==> config.mk <==
export PLATFORM = sky130hd
export DESIGN_NAME = mandelbrot_pixel_tx_flat
export DESIGN_NICKNAME = d
export VERILOG_FILES = /design/src/rtl/mandelbrot_pkg.sv /design/src/rtl/mandelbrot_pixel_tx_if.sv /design/src/rtl/mandelbrot_byte_fifo.sv /design/src/rtl/mandelbrot_pixel_tx.sv /design/src/flat_wrapper.sv
export SDC_FILE = /design/constraint.sdc
export NUM_CORES = 1
export LEC_CHECK = 0
export BUFFER_PORTS_ARGS = -buffer_cell sky130_fd_sc_hd__buf_2
export CAP_MARGIN = 0
export CORE_MARGIN = 10
export CORE_UTILIZATION = 40
export DETAILED_ROUTE_END_ITERATION = 8
export SLEW_MARGIN = 10
export SYNTH_ARGS = -nofsm -noshare
export SYNTH_HDL_FRONTEND = slang
export SYNTH_SLANG_ARGS = --single-unit
==> constraint.sdc <==
create_clock -name clk -period 3.1 [get_ports clk]
set_clock_uncertainty 0.1 [all_clocks]
set_input_delay 0 -clock clk [delete_from_list [all_inputs] [get_ports clk]]
set_output_delay 0 -clock clk [all_outputs]
set_load 0.03 [all_outputs]
==> src/rtl/mandelbrot_pkg.sv <==
// -----------------------------------------------------------------------------
// mandelbrot_pkg
// Shared constants and types for the Mandelbrot engine and its pixel
// transmitter. Frame geometry and pixel width match the engine's counters.
//
// Contents:
//   H_PIXELS, V_LINES   default frame geometry
//   PIX_BITS            width of one iteration-count pixel
//   X_BITS, Y_BITS      widths of the raster position counters
//   BYTE_W, ENTRY_W     packed byte width and FIFO entry width
//   byte_entry_t        FIFO entry {eol, sof, data}
//   pack_pixels()       places the odd-x pixel above the even-x pixel
// -----------------------------------------------------------------------------
package mandelbrot_pkg;

    localparam int H_PIXELS = 640;
    localparam int V_LINES  = 480;
    localparam int PIX_BITS = 4;
    localparam int X_BITS   = 10;
    localparam int Y_BITS   = 9;

    localparam int BYTE_W   = 2 * PIX_BITS;
    localparam int ENTRY_W  = BYTE_W + 2;

    typedef struct packed {
        logic              eol;
        logic              sof;
        logic [BYTE_W-1:0] data;
    } byte_entry_t;

    // Byte layout: low nibble is the even-x pixel, high nibble the odd-x pixel.
    function automatic logic [BYTE_W-1:0] pack_pixels(
        input logic [PIX_BITS-1:0] odd_pix,
        input logic [PIX_BITS-1:0] even_pix
    );
        return {odd_pix, even_pix};
    endfunction

endpackage

==> src/rtl/mandelbrot_pixel_tx_if.sv <==
// -----------------------------------------------------------------------------
// mandelbrot_pixel_tx_if
// Byte stream produced by the pixel transmitter, valid/ready handshake.
//
// Signals:
//   out_data   [7:0] packed pixels: [3:0] even-x pixel, [7:4] odd-x pixel
//   out_sof          byte holds pixels x=0,1 of line 0
//   out_eol          byte holds the last two pixels of a line
//   out_valid        a byte is presented
//   out_ready        sink accepts; transfer when out_valid & out_ready
//
// Modports: master = transmitter side, slave = sink side.
// -----------------------------------------------------------------------------
interface mandelbrot_pixel_tx_if;
    import mandelbrot_pkg::*;

    logic [BYTE_W-1:0] out_data;
    logic              out_sof;
    logic              out_eol;
    logic              out_valid;
    logic              out_ready;

    modport master (
        output out_data,
        output out_sof,
        output out_eol,
        output out_valid,
        input  out_ready
    );

    modport slave (
        input  out_data,
        input  out_sof,
        input  out_eol,
        input  out_valid,
        output out_ready
    );

endinterface

==> src/rtl/mandelbrot_byte_fifo.sv <==
// -----------------------------------------------------------------------------
// mandelbrot_byte_fifo
// Synchronous first-word-fall-through FIFO. The head entry is visible on
// pop_data whenever empty is low; after the FIFO drains, pop_data keeps the
// last entry that was popped (zero after reset).
//
// Parameters:
//   DATA_W   entry width
//   DEPTH    number of entries, power of 2, >= 2
//
// Ports:
//   clk, reset        clock, synchronous active-high reset (empties the FIFO)
//   push, push_data   write request and entry; ignored when full unless a pop
//                     happens in the same cycle
//   pop               read request; ignored when empty
//   pop_data          head entry (or last popped entry when empty)
//   full, empty       occupancy flags derived from the registered count
// -----------------------------------------------------------------------------
module mandelbrot_byte_fifo #(
    parameter int DATA_W = 10,
    parameter int DEPTH  = 8
) (
    input  logic              clk,
    input  logic              reset,
    input  logic              push,
    input  logic [DATA_W-1:0] push_data,
    input  logic              pop,
    output logic [DATA_W-1:0] pop_data,
    output logic              full,
    output logic              empty
);

    localparam int PTR_W = $clog2(DEPTH);
    localparam int CNT_W = PTR_W + 1;

    logic [DATA_W-1:0] mem [DEPTH];
    logic [PTR_W-1:0]  wr_ptr;
    logic [PTR_W-1:0]  rd_ptr;
    logic [CNT_W-1:0]  count;
    logic [DATA_W-1:0] last_q;
    logic              do_push;
    logic              do_pop;

    assign empty = (count == '0);
    assign full  = (count == CNT_W'(DEPTH));

    // A pop on a full FIFO frees the slot the simultaneous push writes into.
    assign do_pop  = pop && !empty;
    assign do_push = push && (!full || do_pop);

    assign pop_data = empty ? last_q : mem[rd_ptr];

    // Pointers are PTR_W bits wide, so the increments wrap modulo DEPTH.
    always_ff @(posedge clk) begin
        if (reset) begin
            wr_ptr <= '0;
            rd_ptr <= '0;
            count  <= '0;
            last_q <= '0;
        end else begin
            if (do_push) begin
                wr_ptr <= wr_ptr + 1'b1;
            end
            if (do_pop) begin
                rd_ptr <= rd_ptr + 1'b1;
                last_q <= mem[rd_ptr];
            end
            case ({do_push, do_pop})
                2'b10:   count <= count + 1'b1;
                2'b01:   count <= count - 1'b1;
                default: count <= count;
            endcase
        end
    end

    // Storage carries no reset; only entries between rd_ptr and wr_ptr are live.
    always_ff @(posedge clk) begin
        if (do_push) begin
            mem[wr_ptr] <= push_data;
        end
    end

endmodule

==> src/rtl/mandelbrot_pixel_tx.sv <==
// -----------------------------------------------------------------------------
// mandelbrot_pixel_tx
// Receive end of the Mandelbrot engine pixel stream. Tracks the raster
// position of incoming 4-bit iteration counts, packs two pixels per byte,
// buffers the bytes in a small FIFO and sends them on a valid/ready stream.
// The engine cannot be stalled, so bytes that find the FIFO full are dropped
// and a sticky overflow flag is raised instead of back-pressuring.
//
// Parameters:
//   H_PIXELS    pixels per line (even)
//   V_LINES     lines per frame
//   FIFO_DEPTH  byte entries (power of 2, >= 2)
//
// Ports:
//   clk, reset       clock, synchronous active-high reset
//   frame_start      pulse: restart at x=0, y=0 (FIFO contents still drain)
//   pix_valid        one-cycle strobe, one pixel
//   pix_data  [3:0]  iteration count of that pixel
//   tx               byte stream (master): out_data/out_sof/out_eol/
//                    out_valid out, out_ready in
//   x_pos     [9:0]  x of next expected pixel
//   y_pos     [8:0]  y of next expected pixel
//   frame_done       one-cycle pulse after the last pixel of a frame
//   overflow         sticky: a byte was dropped
//   clear_overflow   clears overflow; a simultaneous drop wins
// -----------------------------------------------------------------------------
module mandelbrot_pixel_tx #(
    parameter int H_PIXELS   = mandelbrot_pkg::H_PIXELS,
    parameter int V_LINES    = mandelbrot_pkg::V_LINES,
    parameter int FIFO_DEPTH = 8
) (
    input  logic                              clk,
    input  logic                              reset,
    input  logic                              frame_start,
    input  logic                              pix_valid,
    input  logic [mandelbrot_pkg::PIX_BITS-1:0] pix_data,
    mandelbrot_pixel_tx_if.master             tx,
    output logic [mandelbrot_pkg::X_BITS-1:0]   x_pos,
    output logic [mandelbrot_pkg::Y_BITS-1:0]   y_pos,
    output logic                              frame_done,
    output logic                              overflow,
    input  logic                              clear_overflow
);

    import mandelbrot_pkg::*;

    logic [X_BITS-1:0]   x_cur;
    logic [Y_BITS-1:0]   y_cur;
    logic                x_last;
    logic                y_last;
    logic [PIX_BITS-1:0] nibble;
    logic                push;
    logic                drop;
    byte_entry_t         push_entry;
    byte_entry_t         head_entry;
    logic [ENTRY_W-1:0]  head_bits;
    logic                fifo_full;
    logic                fifo_empty;

    // frame_start takes effect before a pixel arriving in the same cycle, so
    // that pixel is placed at x=0, y=0.
    always_comb begin
        x_cur = frame_start ? '0 : x_pos;
        y_cur = frame_start ? '0 : y_pos;
    end

    assign x_last = (x_cur == X_BITS'(H_PIXELS - 1));
    assign y_last = (y_cur == Y_BITS'(V_LINES - 1));

    // Odd-x pixels complete a byte together with the nibble latched at even x.
    assign push = pix_valid && x_cur[0];

    always_comb begin
        push_entry.eol  = x_last;
        push_entry.sof  = (y_cur == '0) && (x_cur == X_BITS'(1));
        push_entry.data = pack_pixels(pix_data, nibble);
    end

    // A full FIFO only accepts a push when the sink pops in the same cycle
    // (full implies non-empty, so out_ready alone decides).
    assign drop = push && fifo_full && !tx.out_ready;

    always_ff @(posedge clk) begin
        if (reset) begin
            x_pos      <= '0;
            y_pos      <= '0;
            nibble     <= '0;
            frame_done <= 1'b0;
            overflow   <= 1'b0;
        end else begin
            frame_done <= pix_valid && x_last && y_last;
            overflow   <= drop || (overflow && !clear_overflow);

            if (pix_valid) begin
                // Position advances on every pixel, even when its byte is dropped.
                if (x_last) begin
                    x_pos <= '0;
                    y_pos <= y_last ? '0 : y_cur + 1'b1;
                end else begin
                    x_pos <= x_cur + 1'b1;
                    y_pos <= y_cur;
                end
                if (!x_cur[0]) begin
                    nibble <= pix_data;
                end
            end else if (frame_start) begin
                x_pos  <= '0;
                y_pos  <= '0;
                nibble <= '0;
            end
        end
    end

    mandelbrot_byte_fifo #(
        .DATA_W (ENTRY_W),
        .DEPTH  (FIFO_DEPTH)
    ) u_fifo (
        .clk       (clk),
        .reset     (reset),
        .push      (push),
        .push_data (push_entry),
        .pop       (tx.out_ready),
        .pop_data  (head_bits),
        .full      (fifo_full),
        .empty     (fifo_empty)
    );

    assign head_entry   = byte_entry_t'(head_bits);
    assign tx.out_data  = head_entry.data;
    assign tx.out_sof   = head_entry.sof;
    assign tx.out_eol   = head_entry.eol;
    assign tx.out_valid = !fifo_empty;

endmodule

==> src/flat_wrapper.sv <==
// flat-port wrapper written by rule: the top's interface ports become plain ports
module mandelbrot_pixel_tx_flat import mandelbrot_pkg::*;
#(
    parameter int H_PIXELS   = mandelbrot_pkg::H_PIXELS,
    parameter int V_LINES    = mandelbrot_pkg::V_LINES,
    parameter int FIFO_DEPTH = 8
)
  (clk, reset, frame_start, pix_valid, pix_data, x_pos, y_pos, frame_done, overflow, clear_overflow, tx_out_data, tx_out_sof, tx_out_eol, tx_out_valid, tx_out_ready);
  mandelbrot_pixel_tx_if tx_i ();
  input  logic clk;
  input  logic reset;
  input  logic frame_start;
  input  logic pix_valid;
  input  logic [mandelbrot_pkg::PIX_BITS-1:0] pix_data;
  output logic [mandelbrot_pkg::X_BITS-1:0] x_pos;
  output logic [mandelbrot_pkg::Y_BITS-1:0] y_pos;
  output logic frame_done;
  output logic overflow;
  input  logic clear_overflow;
  output wire logic [$bits(tx_i.out_data)-1:0] tx_out_data;
  output wire logic [$bits(tx_i.out_sof)-1:0] tx_out_sof;
  output wire logic [$bits(tx_i.out_eol)-1:0] tx_out_eol;
  output wire logic [$bits(tx_i.out_valid)-1:0] tx_out_valid;
  input wire logic [$bits(tx_i.out_ready)-1:0] tx_out_ready;
  assign tx_out_data = tx_i.out_data;
  assign tx_out_sof = tx_i.out_sof;
  assign tx_out_eol = tx_i.out_eol;
  assign tx_out_valid = tx_i.out_valid;
  assign tx_i.out_ready = tx_out_ready;
  mandelbrot_pixel_tx #(.H_PIXELS(H_PIXELS), .V_LINES(V_LINES), .FIFO_DEPTH(FIFO_DEPTH)) u_core (.clk(clk), .reset(reset), .frame_start(frame_start), .pix_valid(pix_valid), .pix_data(pix_data), .tx(tx_i), .x_pos(x_pos), .y_pos(y_pos), .frame_done(frame_done), .overflow(overflow), .clear_overflow(clear_overflow));
endmodule
After elaboration in Yosys (flattened, before gate mapping)
Memories as Yosys holds them, arrays and structs flattened. A register that Yosys moved wholly into a read port is not among the register bits.
Index checks and enable logic that the tools add are counted.
W data, S select, Z words.
{"block": "classes", "n_addsub": 6, "n_eq_ne": 7, "n_mux": 16, "reduce_logical": 20}
{"operator": "$mux W10", "count": 4}
{"operator": "$mux W9", "count": 4}
{"operator": "$mux W4", "count": 3}
{"operator": "$add A10 B1 Y10 const B", "count": 1}
{"operator": "$eq A10 B1 Y1 const B", "count": 1}
{"operator": "$eq A10 B10 Y1 const B", "count": 1}
{"operator": "$add A9 B1 Y9 const B", "count": 1}
{"operator": "$eq A9 B9 Y1 const B", "count": 1}
{"operator": "$logic_and A1 B1 Y1", "count": 9}
{"operator": "$logic_not A9 Y1", "count": 1}
{"operator": "$pmux W4 S2", "count": 1}
{"operator": "$add A3 B1 Y3 const B", "count": 2}
{"operator": "$mux W3", "count": 2}
{"operator": "$add A4 B1 Y4 const B", "count": 1}
{"operator": "$eq A4 B4 Y1 const B", "count": 1}
{"operator": "$logic_not A1 Y1", "count": 4}
{"operator": "$logic_not A4 Y1", "count": 1}
{"operator": "$reduce_bool A2 Y1", "count": 2}
{"operator": "$sub A4 B1 Y4 const B", "count": 1}
{"operator": "$eq A2 B1 Y1 const B", "count": 1}
{"operator": "$eq A2 B2 Y1 const B", "count": 1}
{"operator": "$logic_or A1 B1 Y1", "count": 2}
{"operator": "$mux W1", "count": 2}
{"operator": "$ne A2 B2 Y1 const B", "count": 1}
{"operator": "$reduce_and A2 Y1", "count": 1}
{"block": "word_totals", "regBits": 45, "ramBits": 80, "in_bits": 10, "out_inout_bits": 32, "word_cells": 59, "memories": 1}
{"name": "u_core.u_fifo.mem", "depth": 8, "width": 10, "rd": 1, "rd_ports_with_merged_regs": 1, "wr": 1, "line_no": "mandelbrot_byte_fifo.sv:36", "text": "logic [DATA_W-1:0] mem [DEPTH];"}

Logic depth before layout (Yosys ltp)
Gate-level depths: netlist of the first run.
{"block": "logic_depth", "depth_word": 7, "depth_mapped": 8, "ltp_nobuf": 7}

By module
A second synthesis of the first run with hierarchy kept.
{"block": "hier_totals", "hier_cells": 413, "hier_area_um2": 5541.6}
{"mod": "mandelbrot_byte_fifo", "instances": 1, "cells_per_inst": 256, "area_per_inst_um2": 4226.6, "seq_area_each_um2": 2862.7}
{"mod": "mandelbrot_pixel_tx", "instances": 1, "cells_per_inst": 157, "area_per_inst_um2": 1315.0, "seq_area_each_um2": 500.5}

Worst setup path after synthesis of the first run
No wires, ideal clock.
{"block": "synth_timing", "path_type": "register to register", "from": "reg u_core.x_pos[0] in the netlist's numbering", "to": "mem u_core.u_fifo.mem[0][0], enable pin", "setup_ps": 404, "arrival_ps": 2168, "required_time_ps": 2596, "path_slack_ps": 428, "stages_incl_launch_ff": 5, "path_buffers": 1, "synth_period_minus_slack_ps": 2672, "cell_sequence": "dfxtp_1 -> and3b_1 -> clkbuf_1 -> nand2_1 -> nor4_1"}
{"block": "synth_via", "elab_chain_cells": 5}
{"element": "start: declaration", "line_no": "mandelbrot_pixel_tx.sv:38", "text": "output logic [mandelbrot_pkg::X_BITS-1:0] x_pos,"}
{"element": "start signal: assignment", "line_no": "mandelbrot_pixel_tx.sv:100", "text": "x_pos <= x_cur + 1'b1;"}
{"element": "$mux W10"}
{"element": "$logic_and A1 B1 Y1", "line_no": "mandelbrot_pixel_tx.sv:71", "text": "assign push = pix_valid && x_cur[0];"}
{"element": "$logic_and A1 B1 Y1", "line_no": "mandelbrot_byte_fifo.sv:49", "text": "assign do_push = push && (!full || do_pop);"}
{"element": "$mux W1", "line_no": "mandelbrot_byte_fifo.sv:78", "text": "if (do_push) begin"}
{"element": "$mux W1 (not written as such)", "line_no": "mandelbrot_byte_fifo.sv:79", "text": "mem[wr_ptr] <= push_data;"}
{"element": "end: declaration", "line_no": "mandelbrot_byte_fifo.sv:36"}
Every way passes these cells.

==> flow_metrics.env, run 1 <==
export IMPL_die_h_um=136
export IMPL_post_cts_setup_buffer_count=0
export IMPL_cp_required_ns=3.00
export IMPL_layout_cells_most_common="edfxtp_1"
export IMPL_worst_pin_slew_ns=0.815
export IMPL_fin_crit_sh=0.798
export IMPL_yosysSeqAreaShare=0.625
export IMPL_drc_errors=0
export IMPL_layout_cells_non_filler=650
export IMPL_cp_start_kind="flip-flop"
export IMPL_crit_end="tx_out_data[5]"
export IMPL_dr_pass1_iters=4
export IMPL_p_leak_nw=2.25
export IMPL_cts_hold_buffers=8
export IMPL_ant_nets=0
export IMPL_syn_to_final_growth_pct=19.3
export IMPL_synth_seq_cells=128
export IMPL_cts_tree="yes"
export IMPL_synthesis_area_mm2=0.00538
export IMPL_r2r_start="u_core.u_fifo.count[0]$_SDFFE_PP0P_"
export IMPL_syn_avg_cell_area_um2=13.3
export IMPL_period_needed_ns=2.47
export IMPL_dp_cells=610
export IMPL_viasPerCell=5.22
export IMPL_grt_max_degree=44
export IMPL_p_total_mw=5.07
export IMPL_dp_hpwl_mm=7.20
export IMPL_setup_violations=0
export IMPL_layout_common_cells="edfxtp_1, nor2_1, dfxtp_1, buf_2, a21oi_1"
export IMPL_synth_edff_count=80
export IMPL_start_util=0.408
export IMPL_clock_sinks=128
export IMPL_nNetsFinal=477
export IMPL_dr_first_iter_drc_count=222
export IMPL_core_mm2=0.0132
export IMPL_arrival_ns=2.37
export IMPL_slew_violations=0
export IMPL_cp_end_kind="primary output"
export IMPL_clk_insertion_delay_late_ns=0.41
export IMPL_clockBufferDepth=2
export IMPL_post_dp_cell_area_mm2=0.00579
export IMPL_outcome="complete, no violations"
export IMPL_n_fill_cell=1169
export IMPL_fin_setup_tns_ns=0
export IMPL_yosysWarnings=0
export IMPL_finalWeightedCongestion=0.837
export IMPL_min_path_type="input pin to flip-flop"
export IMPL_antenna_cells=0
export IMPL_powerDensity_mw_per_mm2=789
export IMPL_path_clk_slew_ns=0.05
export IMPL_postSynth_asyncResetShare=0
export IMPL_rsz0062_at_grt="false"
export IMPL_numCtsBuffers=17
export IMPL_placementRows=42
export IMPL_ir_drop_mv=0.430
export IMPL_drv_cap=0
export IMPL_yosysUniqueCellTypes=54
export IMPL_crit_fanout=13
export IMPL_grt_pass1_vias=3475
export IMPL_grt_overflow=0
export IMPL_crit_type="flip-flop to primary output"
export IMPL_worstReg2RegEnd="u_core.u_fifo.count[2]$_SDFFE_PP0P_"
export IMPL_htreeDepth=4
export IMPL_port_buffers=41
export IMPL_grt_use_total=0.124
export IMPL_drive_above_1_share=0.243
export IMPL_fp_dieW_um=136
export IMPL_grt_pass1_wl_mm=18.1
export IMPL_final_area_mm2=0.00642
export IMPL_ff2ff_setup_slack_ns=0.72
export IMPL_die_area_mm2=0.0185
export IMPL_grt_antenna_before_repair=0
export IMPL_wl_mm=11.2
export IMPL_syn_nets=421
export IMPL_wl_per_cell_um=17.3
export IMPL_max_freq_ghz=0.404
export IMPL_vias=3392
export IMPL_finalWorstSetupSlack_ns=0.625
export IMPL_synth_cells=405
export IMPL_postCtsResizedCells=0
export IMPL_place_ws_ns=0.780
export IMPL_slew_headroom=0.457
export IMPL_ff2ff_path_depth=7
export IMPL_clockRootBuffer="clkbuf_16"
export IMPL_ios=42
export IMPL_synthFlopType="edfxtp_1"
export IMPL_finalHoldViolCount=0
==> flip-flops by register name, indices dropped and copies added (netlist names), 3 cells and up, named ones only <==
| name | cells |
|---|---|
| u_core.u_fifo.last_q | 10 |
| u_core.x_pos | 10 |
| u_core.u_fifo.count | 4 |
| u_core.u_fifo.wr_ptr | 3 |
| u_core.nibble | 4 |
| u_core.u_fifo.mem | 80 |
| u_core.y_pos | 9 |
| u_core.u_fifo.rd_ptr | 3 |
==> per-stage QoR <==
| stage | util | hold WS (ns) |
|---|---|---|
| after detailed placement | 0.439 | 0.176 |
| after global placement | 0.439 | 0.170 |
| final | 0.487 | 0.0642 |
| after floorplan | - | -0.00142 |
| after global routing | 0.487 | 0.0905 |
| after CTS | 0.487 | 0.0653 |
==> worst min-delay path by stage <==
stage / end / depth (start not counted) / from / slack [ns]
2_1_floorplan: u_core.u_fifo.count[3]$_SDFFE_PP0P_ / 1 / tx_out_ready / -0.001
3_3_place_gp: u_core.u_fifo.count[3]$_SDFFE_PP0P_ / 2 / tx_out_ready / 0.17
3_5_place_dp: u_core.u_fifo.count[3]$_SDFFE_PP0P_ / 2 / tx_out_ready / 0.18
4_1_cts: u_core.x_pos[1]$_SDFF_PP0_ / 2 / reset / 0.07
5_1_grt: u_core.x_pos[1]$_SDFF_PP0_ / 2 / reset / 0.09
6_report: u_core.u_fifo.rd_ptr[2]$_SDFFE_PP0P_ / 2 / reset / 0.06
==> Yosys cell counts, types with 2 or more instances <==
cell,instances,share of area
mux2_2,2,0.0042
a32oi_1,2,0.0033
or4_1,2,0.0028
nand4_1,12,0.014
and3_1,2,0.0023
inv_1,7,0.0049
nand2_1,19,0.013
mux2i_1,13,0.024
a22oi_1,4,0.0056
buf_2,3,0.0028
ha_1,6,0.014
dfxtp_1,48,0.18
buf_1,2,0.0014
clkbuf_1,14,0.0098
nand3_1,4,0.0037
edfxtp_1,80,0.45
xnor2_1,7,0.011
nor3_1,6,0.0056
nand3b_1,3,0.0042
nor4_1,6,0.0070
mux4_2,20,0.084
a211oi_1,13,0.018
and3b_1,3,0.0049
xor2_1,7,0.011
nor2_1,51,0.036
a31oi_1,3,0.0035
o21ai_0,4,0.0037
nand2b_1,6,0.0070
nor2b_1,10,0.012
a21oi_1,22,0.020
==> area by class of cell <==
cell class	count	area (µm²)	share of cell area
inverters	7	26.3	0.00409
multi-input cells	248	1900	0.296
repair buffers	59	360	0.0561
clock inverters	12	93.8	0.0146
well taps	176	220	0.0343
clock buffers	20	457	0.0711
flip-flops and latches	128	3360	0.524
==> worst max-delay path, cell delays in order, from the launching register on <==
cell     delay [ns]
dfxtp_1        0.82
buf_4          0.31
mux4_2         0.30
mux2i_1        0.24
a21oi_1        0.10
buf_2          0.19
==> report_power, final <==
part	switching, mW	internal [mW]
registers	0.108	1.90
logic	0.829	0.408
clock network	0.695	1.13
==> kinds of logic (layout without fill, tap and decap cells) <==
| logic type | count (synthesis) | in the layout | synth area share |
|---|---|---|---|
| flops | 128 | 128 | 0.625 |
| fa+ha+maj | 6 | 6 | 0.0139 |
| simple gates | 136 | 136 | 0.134 |
| compound gates | 57 | 57 | 0.0695 |
| buf+inv | 29 | 98 | 0.0232 |
| mux | 35 | 35 | 0.112 |
| xor+xnor | 14 | 14 | 0.0228 |
==> layer usage <==
layer,wire (µm),track usage,vias to the layer above
met3,375,0.0303,8
met5,0,0,-
li1,-,-,1653
met2,5630,0.199,50
met1,5100,0.158,1681
met4,150,0.0497,0
Power figures use the tool's default switching activity.
==> run 2, diff against run 1 <==
==> constraint.sdc (replaced) <==
create_clock -name clk -period 2.45 [get_ports clk]
set_clock_uncertainty 0.1 [all_clocks]
set_input_delay 0 -clock clk [delete_from_list [all_inputs] [get_ports clk]]
set_output_delay 0 -clock clk [all_outputs]
set_load 0.03 [all_outputs]
==> run 2 against run 1 <==
Compared with the run above:
- sequential share of layout area fell by 1.2 points
- wire length rose by 1.1%
- hold slack improved by 0.0083 ns
- global-route usage rose by 0.41 points
- register-to-register slack got worse by 0.53 ns
- setup slack got worse by 0.44 ns
- critical path depth rose by 3
- non-clock buffer count rose by 13
==> flow_metrics.env, run 2 (synthesis results as in run 1) <==
export IMPL_layout_common_cells="edfxtp_1, nor2_1, dfxtp_1, buf_2"
export IMPL_arrival_ns=2.46
export IMPL_busiest_layer="met2"
export IMPL_dp_hpwl_mm=7.55
export IMPL_drv_cap=0
export IMPL_wl_per_cell_um=17.1
export IMPL_largest_reg_flops=80
export IMPL_min_path_type="input pin to flip-flop"
export IMPL_grt_pass1_vias=3504
export IMPL_drc_errors=0
export IMPL_cp_required_ns=2.65
export IMPL_nNetsFinal=490
export IMPL_final_util=0.498
export IMPL_met1_usage=0.157
export IMPL_die_h_um=136
export IMPL_grt_pass1_wl_mm=18.6
export IMPL_syn_to_final_growth_pct=22.2
export IMPL_finalHoldViolCount=0
export IMPL_grt_antenna_before_repair=0
export IMPL_dr_first_iter_drc_count=209
export IMPL_cp_start_kind="flip-flop"
export IMPL_layout_cells_most_common="edfxtp_1"
export IMPL_grt_use_total=0.128
export IMPL_powerDensity_mw_per_mm2=1020
export IMPL_dr_pass1_iters=4
export IMPL_clockBufferDepth=2
export IMPL_outcome="complete, no violations"
export IMPL_port_buffers=41
export IMPL_core_mm2=0.0132
export IMPL_fp_dieW_um=136
export IMPL_antenna_cells=0
export IMPL_met3_usage=0.0299
export IMPL_use_met2=0.214
export IMPL_crit_fanout=7
export IMPL_ios=42
export IMPL_viasPerCell=5.22
export IMPL_slew_violations=0
export IMPL_cts_tree="yes"
export IMPL_start_util=0.408
export IMPL_fin_crit_sh=0.922
export IMPL_cp_end_kind="flip-flop"
export IMPL_clockRootBuffer="clkbuf_16"
export IMPL_layout_cells_non_filler=663
export IMPL_max_stage_delay_ns=0.45
export IMPL_crit_type="flip-flop to flip-flop"
export IMPL_grt_overflow=0
export IMPL_reg_top3="u_core.u_fifo.mem x80, u_core.u_fifo.last_q x10, u_core.x_pos x10"
export IMPL_ant_nets=0
export IMPL_largest_register="u_core.u_fifo.mem"
export IMPL_ir_drop_mv=0.583
export IMPL_period_needed_ns=2.26
export IMPL_n_fill_cell=1144
export IMPL_drive_above_1_share=0.267
export IMPL_placementRows=42
export IMPL_p_leak_nw=2.33
export IMPL_vias=3458
export IMPL_finalWeightedCongestion=0.835
export IMPL_slew_headroom=0.282
export IMPL_dp_cells=623
export IMPL_path_cells="buf_4 > o41ai_1 > nor2_1 > xor2_1 > ha_1 > nor4_1 > a31oi_1 > mux2_2"
export IMPL_clock_sinks=128
export IMPL_cpMaxStageDelayCell="o41ai_1"
export IMPL_worst_pin_slew_ns=1.07
export IMPL_die_area_mm2=0.0185
export IMPL_rsz0062_at_grt="false"
export IMPL_max_freq_ghz=0.443
export IMPL_grt_max_degree=44
export IMPL_fin_setup_tns_ns=0
export IMPL_postCtsResizedCells=0
export IMPL_wl_mm=11.4
export IMPL_clk_insertion_delay_late_ns=0.41
export IMPL_numCtsBuffers=17
export IMPL_p_total_mw=6.71
export IMPL_htreeDepth=4
export IMPL_setup_violations=0
export IMPL_path_clk_slew_ns=0.06
run 2: area by class of cell:
class	count	area, µm²	share of cell area
inverter	7	26.3	0.00400
timing repair buffer	72	470	0.0716
sequential	128	3360	0.512
tap	176	220	0.0335
clock buffer	17	425	0.0647
clock inverter	15	169	0.0257
multi-input combinational	248	1900	0.289
run 2: what timing repair did:
action	4_1_cts	5_1_grt
hold buffers	8	0
endpoints found under the hold margin	46	0
setup buffers	0	0
run 2: through the flow:
stage	hold WS [ns]	instance area, µm²	setup slack, ns
floorplan	-0.00142	5390	0.0115
global placement	0.172	5900	0.290
detailed placement	0.173	5900	0.207
CTS	0.0709	6580	0.161
global route	0.120	6580	0.0332
finish	0.0725	6580	0.190
run 2: power by group:
part | internal (mW) | switching [mW] | leakage [nW]
registers | 2.40 | 0.110 | 1.12
logic | 0.599 | 1.09 | 0.922
clock network | 1.59 | 0.913 | 0.289
total | 4.59 | 2.11 | 2.33
run 2: path summary, 6_finish.rpt:
path | cells past startpoint | startpoint | slack (ns) | end
worst max-delay path | 8 | u_core.u_fifo.count[0]$_SDFFE_PP0P_ | 0.19 | u_core.u_fifo.count[2]$_SDFFE_PP0P_
worst min-delay path | 2 | reset | 0.07 | u_core.y_pos[2]$_SDFF_PP0_
worst max register to register | 8 | u_core.u_fifo.count[0]$_SDFFE_PP0P_ | 0.19 | u_core.u_fifo.count[2]$_SDFFE_PP0P_
worst min register to register | 2 | u_core.u_fifo.rd_ptr[1]$_SDFFE_PP0P_ | 0.40 | flip-flop
run 2: critical path, delay by kind of cell, from the launching register on:
family	cells	cell delay [ns]
AOI/OAI and AO/OA	2	0.52
and+or+nand+nor	2	0.40
DFF	1	0.32
muxes	1	0.27
adders and majority gates	1	0.21
xor gates and xnor gates	1	0.18
buffers and inverters	1	0.16
run 2: layer usage:
metal  routed length, µm  share of wire  vias up
met5                   0              0        -
met4                 153          0.013        0
met3                 465          0.041       10
met2                5790           0.51       60
met1                4960           0.44     1701
li1                    -              -     1687
